==> config.mk <==
export PLATFORM = sky130hd
export DESIGN_NAME = add_stream_stage
export DESIGN_NICKNAME = d
export VERILOG_FILES = /design/src/rtl/add_stream_stage_pkg.sv /design/src/rtl/CSA.sv /design/src/rtl/result_fifo2.sv /design/src/rtl/add_stream_stage.sv
export SDC_FILE = /design/constraint.sdc
export NUM_CORES = 1
export LEC_CHECK = 0
export CAP_MARGIN = 10
export CORE_ASPECT_RATIO = 0.75
export CORE_MARGIN = 5
export CORE_UTILIZATION = 54
export DETAILED_ROUTE_END_ITERATION = 7
export PLACE_DENSITY_LB_ADDON = 0.05
export SETUP_SLACK_MARGIN = 0.5
export SLEW_MARGIN = 5
export SYNTH_ARGS = -nofsm -noshare
export SYNTH_HDL_FRONTEND = slang
export SYNTH_HIERARCHICAL = 1
export SYNTH_SLANG_ARGS = --single-unit
export TNS_END_PERCENT = 10
==> constraint.sdc <==
create_clock -name clk -period 10.9 [get_ports clk]
set_input_delay 1.635 -clock clk [delete_from_list [all_inputs] [get_ports clk]]
set_output_delay 1.635 -clock clk [all_outputs]
set_load 0.02 [all_outputs]
==> src/rtl/add_stream_stage_pkg.sv <==
// Shared types and constants for the add_stream_stage block.
// Latency: n/a (declarations only).
// Backpressure: n/a.
package add_stream_stage_pkg;

  localparam int ADD_N_DEFAULT  = 32;
  localparam int ADD_FIFO_DEPTH = 2;

  // Result record at the default width; wider/narrower instances build
  // the same layout locally and hand it to the FIFO as a type parameter.
  typedef struct packed {
    logic [ADD_N_DEFAULT-1:0] sum;
    logic                     cout;
    logic                     overflow;
    logic                     zero;
    logic                     neg;
  } add_result_t;

endpackage

==> src/rtl/CSA.sv <==
// Combinational carry-skip adder, 4-bit groups with a skip mux per group.
// Latency: 0 cycles (pure combinational).
// Backpressure: none.
module CSA #(
  parameter int N = 32
) (
  input  logic [N-1:0] a_i,
  input  logic [N-1:0] b_i,
  input  logic         cin_i,
  output logic [N-1:0] sum_o,
  output logic         cout_o,
  output logic         c_msb_o
);

  // Ripple inside each group; a fully propagating group forwards its carry-in directly.
  always_comb begin
    logic       c;
    logic [4:0] r;
    logic [3:0] pg;
    c     = cin_i;
    r     = '0;
    pg    = '0;
    sum_o = '0;
    for (int k = 0; k < N / 4; k++) begin
      r  = {1'b0, a_i[4*k +: 4]} + {1'b0, b_i[4*k +: 4]} + {4'b0, c};
      pg = a_i[4*k +: 4] ^ b_i[4*k +: 4];
      sum_o[4*k +: 4] = r[3:0];
      c  = (&pg) ? c : r[4];
    end
    cout_o = c;
  end

  // Carry into the MSB is recovered from the MSB sum bit and its propagate term.
  assign c_msb_o = sum_o[N-1] ^ a_i[N-1] ^ b_i[N-1];

endmodule

==> src/rtl/result_fifo2.sv <==
// Two-entry synchronous FIFO carrying one result record per entry.
// Latency: push at edge k -> visible at head after edge k (if empty).
// Backpressure: caller must not push when full unless popping in the same cycle.
module result_fifo2
  import add_stream_stage_pkg::*;
#(
  parameter type T = add_result_t
) (
  input  logic       clk,
  input  logic       rst,
  input  logic       push_i,
  input  logic       pop_i,
  input  T           wdata_i,
  output T           rdata_o,
  output logic [1:0] count_o
);

  T           mem_q [ADD_FIFO_DEPTH];
  logic       wr_ptr_q;
  logic       rd_ptr_q;
  logic [1:0] count_q;
  logic [1:0] count_d;

  // Occupancy: simultaneous push and pop leave the count unchanged.
  always_comb begin
    count_d = count_q;
    case ({push_i, pop_i})
      2'b10:   count_d = count_q + 2'd1;
      2'b01:   count_d = count_q - 2'd1;
      default: count_d = count_q;
    endcase
  end

  // Storage and pointers; reset clears data so the head reads zero.
  always_ff @(posedge clk) begin
    if (rst) begin
      for (int i = 0; i < ADD_FIFO_DEPTH; i++) mem_q[i] <= '0;
      wr_ptr_q <= 1'b0;
      rd_ptr_q <= 1'b0;
      count_q  <= 2'd0;
    end else begin
      if (push_i) begin
        mem_q[wr_ptr_q] <= wdata_i;
        wr_ptr_q        <= ~wr_ptr_q;
      end
      if (pop_i) rd_ptr_q <= ~rd_ptr_q;
      count_q <= count_d;
    end
  end

  assign rdata_o = mem_q[rd_ptr_q];
  assign count_o = count_q;

endmodule

==> src/rtl/add_stream_stage.sv <==
// Registered valid/ready wrapper around CSA with a flagged 2-entry result FIFO.
// Latency: accept at edge k -> result at head after edge k+1; 1 result/cycle sustained.
// Backpressure: in_ready = ~s1_valid | fifo_can_accept (combinational from out_ready); 3 pairs in flight at full stall.
module add_stream_stage
  import add_stream_stage_pkg::*;
#(
  parameter int N     = ADD_N_DEFAULT,
  parameter int CNT_W = 16
) (
  input  logic             clk,
  input  logic             rst,
  input  logic             in_valid,
  output logic             in_ready,
  input  logic [N-1:0]     in_a,
  input  logic [N-1:0]     in_b,
  output logic             out_valid,
  input  logic             out_ready,
  output logic [N-1:0]     out_sum,
  output logic             out_cout,
  output logic             out_overflow,
  output logic             out_zero,
  output logic             out_neg,
  output logic [CNT_W-1:0] op_count
);

  typedef struct packed {
    logic [N-1:0] sum;
    logic         cout;
    logic         overflow;
    logic         zero;
    logic         neg;
  } res_t;

  logic             s1_valid_q, s1_valid_d;
  logic [N-1:0]     s1_a_q, s1_b_q;
  logic [N-1:0]     sum;
  logic             cout, c_msb;
  res_t             res, head;
  logic [1:0]       fifo_count;
  logic             fifo_can_accept, push, pop, accept;
  logic [CNT_W-1:0] op_count_q, op_count_d;

  CSA #(.N(N)) u_csa (
    .a_i    (s1_a_q),
    .b_i    (s1_b_q),
    .cin_i  (1'b0),
    .sum_o  (sum),
    .cout_o (cout),
    .c_msb_o(c_msb)
  );

  // Status flags are derived from the adder output in the same cycle as the sum.
  always_comb begin
    res.sum      = sum;
    res.cout     = cout;
    res.overflow = c_msb ^ cout;
    res.zero     = (sum == '0);
    res.neg      = sum[N-1];
  end

  // A full FIFO still takes a push when its head leaves this cycle.
  assign out_valid       = (fifo_count != 2'd0);
  assign pop             = out_valid & out_ready;
  assign fifo_can_accept = (fifo_count < 2'(ADD_FIFO_DEPTH)) | pop;
  assign push            = s1_valid_q & fifo_can_accept;
  assign in_ready        = ~rst & (~s1_valid_q | fifo_can_accept);
  assign accept          = in_valid & in_ready;
  assign s1_valid_d      = accept | (s1_valid_q & ~push);
  assign op_count_d      = pop ? op_count_q + CNT_W'(1) : op_count_q;

  // Operand register: reloads on accept, may refill in the same cycle it pushes.
  always_ff @(posedge clk) begin
    if (rst) begin
      s1_valid_q <= 1'b0;
      s1_a_q     <= '0;
      s1_b_q     <= '0;
    end else begin
      s1_valid_q <= s1_valid_d;
      if (accept) begin
        s1_a_q <= in_a;
        s1_b_q <= in_b;
      end
    end
  end

  // Completed-operation counter, wraps naturally at its width.
  always_ff @(posedge clk) begin
    if (rst) op_count_q <= '0;
    else     op_count_q <= op_count_d;
  end

  result_fifo2 #(.T(res_t)) u_fifo (
    .clk    (clk),
    .rst    (rst),
    .push_i (push),
    .pop_i  (pop),
    .wdata_i(res),
    .rdata_o(head),
    .count_o(fifo_count)
  );

  assign out_sum      = head.sum;
  assign out_cout     = head.cout;
  assign out_overflow = head.overflow;
  assign out_zero     = head.zero;
  assign out_neg      = head.neg;
  assign op_count     = op_count_q;

endmodule

==> impl_metrics.tcl <==
set metrics [dict create \
    grt_pass1_wl_um 29400 \
    tritoncts "done" \
    layout_setup_ws_ps 670 \
    powerDensity_nw_per_um2 163 \
    cts.sinks 158 \
    synth_seq_cells 158 \
    die_w_um 150 \
    worstHoldEndpoint "u_fifo/wr_ptr_q" \
    power.total_mw 1.65 \
    max-slew-margin-rel_pct 30.9 \
    end_kind "flop" \
    min_path_type "reg -> reg" \
    critical_path_peak_fanout 3 \
    nNetsFinal 1035 \
    yosysSeqAreaShare_pct 48.9 \
    drt_iter0_markers 453 \
    routedWlPerCell_um 16.1 \
    cp-start-kind "flop" \
    synth_warnings 6 \
    cp_slowest_cell "fa_2" \
    syn_to_final_growth_pct 27.7 \
    setup_viol 0 \
    hold_depth 2 \
    gp_congestion 0.862 \
    mostFrequentLayoutCells "120 x clkdlybuf4s50_1, 104 x nand2b_1, 99 x nor2_1, 84 x dfxtp_1, 75 x nand2_1" \
    grt_max_degree 129 \
    drive_gt1_share_pct 15.9 \
    arrival_ps 10390 \
    vias 5845 \
    numCtsBuffers 17 \
    yosysTopAreaCell "edfxtp_1" \
    synth_ff_type "dfxtp_1" \
    grtUsageTotal_pct 21.7 \
    hold_violations 0 \
    synth-edff-count 72 \
    leakage_nw 3.90 \
    placed_cell_area_um2 9300 \
    antenna_found_initial 0 \
    final_common_cell "clkdlybuf4s50_1" \
    dp_slack_ps -38.3 \
    rsz0062_at_grt "yes" \
    fin_tns_setup_ps 0 \
    wirelength_um 18200 \
    r2r_slack_ps 670 \
    fin_area_um2 10100 \
    cts_max_path_buffers 2 \
    viasPerCell 5.17 \
    reg2reg_to "u_fifo/mem_q[1][2]" \
    die_y_um 115 \
    dp_cells 1080 \
    netlist-cell-type-count 49 \
    critPathRequiredTime_ps 11060 \
    diodes 0 \
    hold_start "u_fifo/wr_ptr_q" \
    initial_core_util_pct 55.0 \
    synthArstFlopShare_pct 0 \
    synth.top_cell.area_share_pct 27.2 \
    synthCells 788 \
    htreeDepth 4 \
    worst_pin_slew_ps 1040 \
    min_period_over_period_pct 93.8 \
    syn_avg_cell_area_um2 10.1 \
    layoutNonFillerInstCount 1130 \
    grt_pass1_vias 5867 \
    drt_pass1_iterations 5 \
    io_pins 122 \
    ant_nets 0 \
    overflow 0 \
    drc 0 \
    clock_latency_ps 430 \
    critical_path_class "reg -> reg" \
    final_max_slew_viol_count 0 \
    path_clk_slew_ps 70 \
    status "finished, final reports clean" \
    holdWs_ps 482 \
    fmax_mhz 97.8 \
    io_buffers 121 \
    critPathMaxStageDelay_ps 420 \
    rows 38 \
    fin_util_pct 70.2 \
    timing.rr.start "s1_a_q[0]" \
    vdd_ir_drop_max_uv 111 \
    hpwl_um 12500 \
    core-area_um2 14500 \
    cts-root-buf "clkbuf_16" \
    fin_skew_ps 8.08 \
    r2r_cells 50 \
    maxCapViolCount 0 \
    period_needed_ps 10230 \
    netlist_area_um2 7940 \
    die_area_um2 17300 \
    crit_top_cell "fa_2" \
    synthTopCellsByArea "edfxtp_1 27%, dfxtp_1 22%, nand2b_1 8.2%, ha_1 5.4%, mux2_2 5.1%" \
]
[critical path: cells and delay by family (launching register included)]
family / cells / cell delay (ps)
buf+inv: 5 / 400
flops: 1 / 330
mux: 1 / 100
xor+xnor: 3 / 370
compound gates: 17 / 2510
simple gates: 9 / 790
fa+ha+maj: 15 / 5430
[layer usage]
layer	wire, um	track usage [%]	vias up	part of all wire, %
met5	0	0	-	0
met3	866	5.04	8	4.8
met1	9070	32.4	2763	50
li1	-	-	2941	-
met4	111	5.12	0	0.61
met2	8160	32.1	133	45
[Yosys cell counts, types with 2 or more instances]
| cell type | n |
|---|---|
| mux2_2 | 36 |
| inv_1 | 22 |
| a21o_2 | 2 |
| nand4_2 | 2 |
| or3_1 | 5 |
| xor2_1 | 10 |
| ha_1 | 34 |
| nor4_1 | 9 |
| a21oi_1 | 23 |
| edfxtp_1 | 72 |
| buf_4 | 3 |
| and4_1 | 2 |
| nand2_1 | 76 |
| nand3_1 | 5 |
| fa_1 | 16 |
| nor2b_1 | 3 |
| nor2_1 | 100 |
| xnor2_1 | 22 |
| buf_1 | 2 |
| nand2b_1 | 104 |
| nand4_1 | 7 |
| a21o_1 | 11 |
| clkbuf_1 | 22 |
| buf_2 | 11 |
| dfxtp_1 | 86 |
| o21ai_0 | 72 |
| nor3_1 | 6 |
| mux2i_1 | 2 |
| o21ai_2 | 2 |
| o211ai_1 | 2 |
[worst max-delay path by stage]
stage	cells after the start	startpoint	endpoint
2_1_floorplan	51	s1_a_q[0]	u_fifo/mem_q[1][2]
3_3_place_gp	50	s1_a_q[0]	u_fifo/mem_q[1][1]
3_5_place_dp	49	s1_a_q[0]	u_fifo/mem_q[0][2]
4_1_cts	51	s1_a_q[0]	u_fifo/mem_q[1][2]
5_1_grt	50	s1_a_q[0]	u_fifo/mem_q[1][1]
6_report	50	s1_a_q[0]	u_fifo/mem_q[1][2]
[logic make-up after synthesis]
group / synth area share, %
AND/OR/NAND/NOR: 20.5
XOR/XNOR: 3.53
adder cells (fa/ha/maj): 9.39
flip-flops: 48.9
buffers and inverters: 3.15
AO/OA/AOI/OAI: 9.10
other: 0.0472
multiplexers: 5.36
[layout make-up]
cell class                      instances  area, um^2
Fill cell                            1129        4310
Multi-Input combinational cell        572        3990
Sequential cell                       158        3890
Timing Repair Buffer                  146        1390
Clock buffer                           17         425
Tap cell                              200         250
Clock inverter                         15         114
Inverter                               22        82.6
[where the power goes]
group / total, mW / switching, mW / internal [mW]
Clock: 0.543 / 0.249 / 0.294
Sequential: 0.694 / 0.0292 / 0.665
Combinational: 0.411 / 0.213 / 0.199
Total: 1.65 / 0.491 / 1.16
[registers in the layout, summed over array words and instances, names as in the netlist, named ones only]
register and count:
s1_a_q 32, u_fifo/mem_q 72, u_fifo/count_o 2, op_count 16, u_fifo/wr_ptr_q 1, u_fifo/rd_ptr_q 1, s1_b_q 32, s1_valid_q 1
[timing repair]
action                                  4_1_cts  5_1_grt
gates resized for setup                      13       35
endpoints found under the setup margin       14       14
hold endpoints to repair                      0        0
hold buffers                                  0        0
pin swaps                                     1       32
setup buffers                                 1       17
Note: power is estimated with default switching activity, not from simulation.
